===== src/rtl/core_pkg.sv =====
// Shared MiniRiscV core definitions: bubble encoding, major opcodes and the IF/ID record.
package core_pkg;

    localparam logic [31:0] BUBBLE_INST = 32'h0000_0000;

    localparam logic [6:0] OP_LOAD  = 7'b000_0011;
    localparam logic [6:0] OP_R     = 7'b011_0011;
    localparam logic [6:0] OP_I     = 7'b001_0011;
    localparam logic [6:0] OP_J     = 7'b110_1111;
    localparam logic [6:0] OP_U     = 7'b011_0111;
    localparam logic [6:0] OP_ECALL = 7'b111_0011;

    typedef struct packed {
        logic [31:0] inst;
        logic [31:0] pc;
        logic [31:0] pc4;
        logic        valid;
    } if_id_t;

    localparam if_id_t IF_ID_BUBBLE = '{
        inst:  BUBBLE_INST,
        pc:    32'h0,
        pc4:   32'h0,
        valid: 1'b0
    };

endpackage


===== src/rtl/pc_gen.sv =====
// PC register, fetch-valid flag and next-PC selection driving the instruction memory address.
module pc_gen
    import core_pkg::*;
#(
    parameter logic [31:0] RESET_PC = 32'h0000_0000,
    parameter int          IMEM_AW  = 14
) (
    input  logic               clk,
    input  logic               rst,
    input  logic               stall,
    input  logic               redirect,
    input  logic [29:0]        redirect_word,
    input  logic               halt,
    output logic [31:0]        pc,
    output logic [31:0]        pc_plus4,
    output logic               fetch_valid,
    output logic [IMEM_AW-1:0] imem_addr
);

    logic [31:0] pc_next;

    assign pc_plus4 = pc + 32'd4;

    always_comb begin
        pc_next = pc_plus4;
        if (redirect) begin
            pc_next = {redirect_word, 2'b00};
        end else if (!fetch_valid || stall || halt) begin
            pc_next = pc;
        end
    end

    assign imem_addr = pc_next[IMEM_AW+1:2];

    // pc always tracks pc_next: every hold case already selects pc in the mux.
    always_ff @(posedge clk or negedge rst) begin
        if (!rst) begin
            pc          <= RESET_PC;
            fetch_valid <= 1'b0;
        end else begin
            pc          <= pc_next;
            fetch_valid <= 1'b1;
        end
    end

endmodule


===== src/rtl/fetch_stage.sv =====
// Instruction fetch stage: pc_gen plus the IF/ID pipeline register and misaligned-redirect flag.
module fetch_stage
    import core_pkg::*;
#(
    parameter logic [31:0] RESET_PC = 32'h0000_0000,
    parameter int          IMEM_AW  = 14
) (
    input  logic               clk,
    input  logic               rst,
    input  logic               stall,
    input  logic               redirect,
    input  logic [31:0]        redirect_target,
    input  logic               halt,
    output logic [IMEM_AW-1:0] imem_addr,
    input  logic [31:0]        imem_rdata,
    output logic [31:0]        if_id_inst,
    output logic [31:0]        if_id_pc,
    output logic [31:0]        if_id_pc4,
    output logic               if_id_valid,
    output logic               misalign_err
);

    logic [31:0] pc;
    logic [31:0] pc_plus4;
    logic        fetch_valid;
    if_id_t      if_id;

    pc_gen #(
        .RESET_PC (RESET_PC),
        .IMEM_AW  (IMEM_AW)
    ) u_pc_gen (
        .clk           (clk),
        .rst           (rst),
        .stall         (stall),
        .redirect      (redirect),
        .redirect_word (redirect_target[31:2]),
        .halt          (halt),
        .pc            (pc),
        .pc_plus4      (pc_plus4),
        .fetch_valid   (fetch_valid),
        .imem_addr     (imem_addr)
    );

    // Redirect beats stall: the wrong-path word must never survive into decode.
    always_ff @(posedge clk or negedge rst) begin
        if (!rst) begin
            if_id        <= IF_ID_BUBBLE;
            misalign_err <= 1'b0;
        end else begin
            misalign_err <= 1'b0;
            if (redirect) begin
                if_id        <= IF_ID_BUBBLE;
                misalign_err <= |redirect_target[1:0];
            end else if (stall) begin
                if_id <= if_id;
            end else if (!fetch_valid || halt) begin
                if_id <= IF_ID_BUBBLE;
            end else begin
                if_id <= '{inst: imem_rdata, pc: pc, pc4: pc_plus4, valid: 1'b1};
            end
        end
    end

    assign if_id_inst  = if_id.inst;
    assign if_id_pc    = if_id.pc;
    assign if_id_pc4   = if_id.pc4;
    assign if_id_valid = if_id.valid;

endmodule


===== config.mk =====
export PLATFORM = sky130hd
export DESIGN_NAME = fetch_stage
export DESIGN_NICKNAME = d
export VERILOG_FILES = /design/src/rtl/core_pkg.sv /design/src/rtl/pc_gen.sv /design/src/rtl/fetch_stage.sv
export SDC_FILE = /design/constraint.sdc
export NUM_CORES = 1
export LEC_CHECK = 0
export ABC_AREA = 1
export BUFFER_PORTS_ARGS = -buffer_cell sky130_fd_sc_hd__buf_2
export CAP_MARGIN = 20
export CORE_ASPECT_RATIO = 1.4
export CORE_MARGIN = 2
export CORE_UTILIZATION = 30
export DETAILED_ROUTE_END_ITERATION = 12
export HOLD_SLACK_MARGIN = 0.06
export SLEW_MARGIN = 25
export SYNTH_ARGS = -nofsm -noshare
export SYNTH_HDL_FRONTEND = slang
export SYNTH_SLANG_ARGS = --single-unit

===== constraint.sdc =====
create_clock -name clk -period 4 [get_ports clk]
set_input_delay 0.8 -clock clk [delete_from_list [all_inputs] [get_ports clk]]
set_output_delay 0.8 -clock clk [all_outputs]
set_load 0.02 [all_outputs]

; ---- Word level (Yosys, flattened, before mapping)
; Index checks and enable logic that the tools add are counted.
; W data, S select, Z words.
[totals]
wordCells = 22
output_inout_bits = 112
ff_bits = 131
inputBits = 69
[classes]
n_eq_ne = 2
n_mux = 6
n_reduce_logical = 5
n_addsub = 1
[op_table]
columns = operator, count
row1 = $mux W97, 3
row2 = $mux W32, 2
row3 = $add A32 B3 Y32 const B, 1
row4 = $logic_or A1 B1 Y1, 3
row5 = $ne A2 B1 Y1 const B, 1
row6 = $ne A2 B2 Y1 const B, 1
row7 = $reduce_or A2 Y1, 1
row8 = $logic_not A1 Y1, 1
row9 = $mux W1, 1

; ---- Longest topological paths before layout
; Gate-level depths: netlist of run 1.
[depth]
depth_word = 5
mapped_depth = 9
mapped_depth_nobuf = 9

; ---- By module
; From an unflattened synthesis of run 1, not the netlist that was laid out.
[hier_totals]
cells_unflattened = 840
hier_area_um2 = 6437.4
[by_module_without_submodules]
columns = mod, cells_each, area_per_inst_um2, seq_area_each_um2, instances
row1 = fetch_stage, 425, 3866.2, 2452.4, 1
row2 = pc_gen, 415, 2571.2, 775.7, 1

; ---- Worst setup path after synthesis of run 1
; No wires, ideal clock.
[synth_path]
path_type = input-to-output
start = input port halt
end = output port imem_addr[5]
slack_ns = 1.453
cell_stages = 6
arrival_ns = 1.747
t_required_ns = 3.200
cell_sequence = nand3b_1 > nor2_2 > buf_2 > o211ai_1 > o211ai_1 > buf_4
[synth_between]
elab_chain_len = 3
[synth_rtl]
columns = item, line
row1 = start: declaration, fetch_stage.sv:13  ; input logic halt,
row2 = $logic_or A1 B1 Y1, pc_gen.sv:28  ; end else if (!fetch_valid || stall || halt) begin
row3 = $mux W32, pc_gen.sv:28
row4 = $mux W32, pc_gen.sv:26  ; if (redirect) begin
row5 = end: declaration, fetch_stage.sv:14  ; output logic [IMEM_AW-1:0] imem_addr,
; Every way passes these cells. The select of a mux whose other input is x is not followed.

; ---- Worst setup path after layout of run 1
[layout_path]
start = input port stall
end = output port imem_addr[9]
[layout_between]
elab_chain_len = 4
[layout_rtl]
columns = item, line
row1 = start: declaration, fetch_stage.sv:10  ; input logic stall,
row2 = $logic_or A1 B1 Y1 (2 in series), pc_gen.sv:28
row3 = $mux W32, pc_gen.sv:28
row4 = $mux W32, pc_gen.sv:26
; Every way passes these cells. The select of a mux whose other input is x is not followed.

==> results of run 1 <==
## flip-flops by register name, indices dropped and copies added, names as in the netlist
name,cells
if_id_pc4,30
misalign_err,1
if_id_pc,31
if_id_inst,32
if_id_valid,1
u_pc_gen.fetch_valid,1
u_pc_gen.pc,30
## worst paths after layout
check                                          startpoint                   endpoint  slack, ns  depth (start not counted)
min in group clk                if_id_pc4[26]$_DFFE_PN0P_  if_id_pc4[26]$_DFFE_PN0P_       0.47                          2
worst max-delay path                                stall               imem_addr[9]       0.81                          8
worst min register to register  if_id_pc4[26]$_DFFE_PN0P_  if_id_pc4[26]$_DFFE_PN0P_       0.47                          2
max in group asynchronous                             rst     misalign_err$_DFF_PN0_       2.71                          2
worst min-delay path                                  rst   if_id_pc[22]$_DFFE_PN0P_       0.39                          1
worst max register to register   u_pc_gen.pc[3]$_DFF_PN0_  if_id_pc4[28]$_DFFE_PN0P_       2.25                          8
## synth_stat cells
cell and count:
nand3_2 1, a32o_1 1, xor2_1 1, nand3_1 43
and2_1 2, nand3b_1 1, buf_4 17, nand2_1 229
dfrtp_1 126, clkbuf_1 6, conb_1 1, a21oi_1 1
and3_1 1, nor3_1 1, inv_2 2, buf_2 19
nor2_2 4, inv_1 69, o21ai_1 3, o221ai_1 1
nand2_2 2, ha_1 1, nand4_1 3, nand2_4 2
nor2_8 1, o211ai_1 9, nor2_4 5, nor2_1 41
a22o_1 32, o21bai_1 1, o21ai_0 51
## layout make-up
class	instances	area, µm²	share of cell area, %
flip-flops and latches	126	3150	42.7
repair buffers	188	988	13.4
diodes	1	2.50	0.0339
clock buffers	17	425	5.76
multi-input cells	438	2110	28.6
clock inverters	15	124	1.68
well taps	248	310	4.20
inverters	71	267	3.61
## power breakdown
group	switching (mW)	total, mW	internal, mW
sequential	0.0521	1.38	1.33
clock	0.647	1.46	0.809
combinational	0.235	0.345	0.110
## logic make-up after synthesis
kind of cell	count (synthesis)	share of synthesized area, %
compound gates	99	11.3
buf+inv	113	8.88
xor+xnor	1	0.152
fa+ha+maj	1	0.217
other cells	1	0.0651
simple gates	336	24.7
flops	126	54.7
## worst register-to-register path, stage by stage (launching register included)
cell     delay [ns]
dfrtp_1        0.41
ha_1           0.21
inv_1          0.09
nor2_2         0.17
nand3_1        0.25
nor2_1         0.23
nand3_1        0.10
nand3_1        0.11
nand2_1        0.06
## per-layer routing
metal  vias up  global-route usage [%]  part of all wire (%)
li1       2492                       -                     -
met1      2398                    21.3                    43
met2       113                    29.9                    52
met3        24                    3.12                   3.1
met4         0                    7.65                   2.7
met5         -                       0                     0
## stage by stage
step                utilization, %  std cells
floorplan                        -        677
global route                  38.7       1104
global placement              35.8       1071
finish                        38.7       1104
CTS                           38.7       1103
detailed placement            35.8       1071
## cells in the final DEF (no fill, tap or decap)
master / instances
nand3b_1: 1
a21oi_1: 1
o21bai_1: 1
and3_1: 1
inv_6: 9
ha_1: 1
a22o_1: 32
xor2_1: 1
o221ai_1: 1
nor2_2: 3
nand2_1: 229
buf_4: 7
inv_2: 2
o21ai_0: 51
conb_1: 1
clkinv_2: 1
nor2_8: 1
clkinvlp_4: 3
nand2_2: 2
clkinv_4: 2
diode_2: 1
buf_12: 2
o211ai_1: 9
nand3_1: 43
nor2_1: 40
o21ai_1: 3
buf_2: 179
nand3_2: 1
nand4_1: 3
inv_1: 69
a32o_1: 1
nor2_4: 7
clkbuf_16: 17
and2_1: 2
dfrtp_1: 126
nor3_1: 1
nand2_4: 2
==> impl_metrics.ini, run 1 <==
[timing]
hold_ws_ns = 0.390
fin_crit_ns = 3.19
hold_viol = 0
fin_crit_sh_pct = 79.7
max_freq_ghz = 0.314
rsz0062_at_grt = false
finalSetupViolCount = 0
report.final.slew_viol_count = 0
tightest_slew_ns = 0.839
maxSlewHeadroom_pct = 43.9
skew_ns = 0.0137
setup_slack_ns = 0.813
finalSetupTns_ns = 0

[clock_network]
htreeDepth = 4
cts_tree = done
clockBufferDepth = 2
clock_sinks = 126
post_cts_buffers = 0
post_cts_resized = 0
clk_pin_slew_worst_paths_ns = 0.06
root_buffer = clkbuf_16
cts-buffers-inserted = 17
holdBufCountCts = 0
clock_latency_ns = 0.43

[drt]
routed_wl_mm = 17.2
num_vias = 5027
dr.first_iter.drc_count = 291
vias_per_cell = 4.55
post-route-drc-count = 0
detail_route.wl_per_cell_um = 15.6
ant_nets = 0
first_pass_iters = 4

[setup_path]
crit_top_cell = buf_2
crit_slowest_cell = nor2_4
path_cells = buf_2 -> inv_1 -> nand3b_1 -> nor2_4 -> buf_4 -> nand3_1 -> o211ai_1 -> buf_2
arrival_ns = 2.39
cp.required_ns = 3.20
cp-end-kind = primary output
cp_top_family = buffers and inverters
worst-path-max-fanout = 21
cp-start-kind = primary input
crit_path_max_incr_delay_ns = 0.34
worst-path-buf-inv = 4
path_class = primary input to primary output

[layout]
nets = 912
drive_gt1_share_pct = 27.8
fillers = 2000
stdcell_area_um2 = 7380
syn_to_final_growth_pct = 28.1

[die]
dieArea_um2 = 20400
initial_core_util_pct = 30.2
core_um2 = 19100
std_cell_rows = 60
ioPinCount = 181
dieWidth_um = 121
die_h_um = 168

[place]
io_buffer_count = 180
dp_hpwl_mm = 12.8
dp_slack_ns = 0.791
gp_congestion = 0.867
dpl_cell_area_um2 = 6830

[grt]
gr-total-overflow = 0
antenna_found_initial = 1
grt.total_usage_pct = 17.4
grt_pass1_wl_mm = 27.3
grt_pass1_vias = 5095
grt_max_degree = 61

[synth]
synth.ff_latch_count = 126
ys_types = 31
synth_area_leaders = dfrtp_1 (55%), nand2_1 (15%), a22o_1 (4.9%), inv_1 (4.5%), o21ai_0 (4.4%)
yosys_warnings = 0
syn_area_um2 = 5760
synth_top_cell_area_share_pct = 54.7
synth-seq-area-share_pct = 54.7
yosysTopAreaCell = dfrtp_1
synth_nets = 747
avgSynthCellArea_um2 = 8.51
netlist_instances = 677

[power_and_ir_drop]
p_per_area_nw_per_um2 = 431
leakage_nw = 4.13
vdd_drop_max_mv = 0.241
power_mw = 3.18

[run_status]
run_status = complete, no violations

[run]
maxCapViolations = 0

[worst_hold_path]
hp-class = primary input to asynchronous set/reset pin
Note: power is estimated with default switching activity, not from simulation.
==> inputs of run 2 (changes only) <==
==> constraint.sdc (replaced) <==
create_clock -name clk -period 3.15 [get_ports clk]
set_input_delay 0.63 -clock clk [delete_from_list [all_inputs] [get_ports clk]]
set_output_delay 0.63 -clock clk [all_outputs]
set_load 0.02 [all_outputs]
==> impl_metrics.ini, run 2 (synthesis results as in run 1) <==
[timing]
rsz0062_at_grt = false
finalSetupTns_ns = 0
fin_crit_sh_pct = 87.9
report.final.slew_viol_count = 0
hold_ws_ns = 0.166
max_freq_ghz = 0.361
hold_viol = 0
finalSetupViolCount = 0
fin_crit_ns = 2.77
skew_ns = 0.00564

[setup_path]
cp-end-kind = primary output
r2r_cells = 8
path_class = flip-flop to primary output
cp-start-kind = flip-flop
cp_top_family = simple AND/OR/NAND/NOR gates
worstReg2RegEnd = u_pc_gen.pc[24]$_DFFE_PN0P_
crit_path_max_incr_delay_ns = 0.41
crit_top_cell = nand3_1
cp.required_ns = 2.52
path_cells = ha_1 -> inv_1 -> nor2_2 -> nand2_2 -> nor2_4 -> nand2_1 -> nand3_1 -> nand3_1 -> buf_2
setup.worst_path.start = u_pc_gen.pc[3]$_DFF_PN0_
worst-path-buf-inv = 2
arrival_ns = 2.14
r2r_setup_slack_ns = 1.42
worst-path-max-fanout = 5
r2r_start = u_pc_gen.pc[3]$_DFF_PN0_
crit_slowest_cell = dfrtp_1

[drt]
first_pass_iters = 4
detail_route.wl_per_cell_um = 15.8
routed_wl_mm = 17.4
vias_per_cell = 4.59
num_vias = 5067
ant_nets = 0
post-route-drc-count = 0
dr.first_iter.drc_count = 227

[die]
ioPinCount = 181
std_cell_rows = 60
dieArea_um2 = 20400
die_h_um = 168
dieWidth_um = 121
initial_core_util_pct = 30.2
core_um2 = 19100

[clock_network]
cts-buffers-inserted = 17
clockBufferDepth = 2
clk_pin_slew_worst_paths_ns = 0.06
cts_tree = done
root_buffer = clkbuf_16
htreeDepth = 4
clock_latency_ns = 0.42
holdBufCountCts = 0
post_cts_resized = 0
post_cts_buffers = 0
clock_sinks = 126

[grt]
grt.total_usage_pct = 17.6
grt_max_degree = 62
grt_pass1_vias = 5165
grt_pass1_wl_mm = 27.4
antenna_found_initial = 0
gr-total-overflow = 0

[run_status]
run_status = complete, no violations

[place]
dp_hpwl_mm = 13.1
io_buffer_count = 180
dpl_cell_area_um2 = 6860
gp_congestion = 0.883

[layout]
antenna_cells = 0
fillers = 2027
syn_to_final_growth_pct = 29.0
stdcell_area_um2 = 7430
drive_gt1_share_pct = 27.8
layout_common_cells = nand2_1 (229), buf_2 (179), dfrtp_1 (126), inv_1 (69), o21ai_0 (51)
largest_register_ffs = 32
ff_latch_area_um2 = 3150
multi_input_area_um2 = 2110
nets = 914
mostFrequentLayoutCell = nand2_1

[power_and_ir_drop]
vdd_drop_max_mv = 0.346
leakage_nw = 4.16
p_per_area_nw_per_um2 = 555

[run]
maxCapViolations = 0

[worst_hold_path]
hp-class = primary input to asynchronous set/reset pin
## run 2: metal layers
layer | wire [µm] | share of wire, % | vias up | GRT usage (%)
li1 | - | - | 2490 | -
met3 | 727 | 4.2 | 38 | 3.15
met2 | 8890 | 51 | 157 | 30.1
met1 | 7120 | 41 | 2382 | 21.0
met4 | 694 | 4.0 | 0 | 9.20
met5 | 0 | 0 | - | 0
## run 2: area by class of cell
type / instances / area share (%)
Tap cell: 248 / 4.17
Inverter: 71 / 3.58
Multi-Input combinational cell: 438 / 28.4
Sequential cell: 126 / 42.4
Clock inverter: 11 / 1.57
Timing Repair Buffer: 190 / 13.7
Clock buffer: 21 / 6.19
## run 2: worst reg2reg max path, delay by kind of cell (launching register included)
kind,cells,cell delay (ns)
flip-flops,1,0.41
buffers and inverters,1,0.12
adder cells (fa/ha/maj),1,0.22
AND/OR/NAND/NOR,6,0.88
## run 2: worst max path at each step
stage,cells past startpoint,end,slack (ns)
floorplan,6,imem_addr[5],0.94
global placement,7,imem_addr[6],0.44
detailed placement,7,imem_addr[6],0.42
CTS,8,imem_addr[10],0.37
global route,8,imem_addr[10],0.20
finish,9,imem_addr[12],0.38
## run 2: per-stage QoR
| stage | util (%) | power (mW) | cells | setup WS, ns |
|---|---|---|---|---|
| floorplan | - | 2.04 | 677 | 0.943 |
| global placement | 36.0 | 2.23 | 1073 | 0.437 |
| detailed placement | 36.0 | 2.24 | 1073 | 0.421 |
| CTS | 39.0 | 4.17 | 1105 | 0.372 |
| global route | 39.0 | 4.29 | 1105 | 0.204 |
| finish | 39.0 | 4.13 | 1105 | 0.381 |
## run 2: report_power, final
group	total (mW)	internal, mW	switching (mW)	leakage [nW]
clock	1.93	1.20	0.727	0.279
sequential	1.76	1.69	0.0664	1.69
combinational	0.448	0.143	0.305	2.19
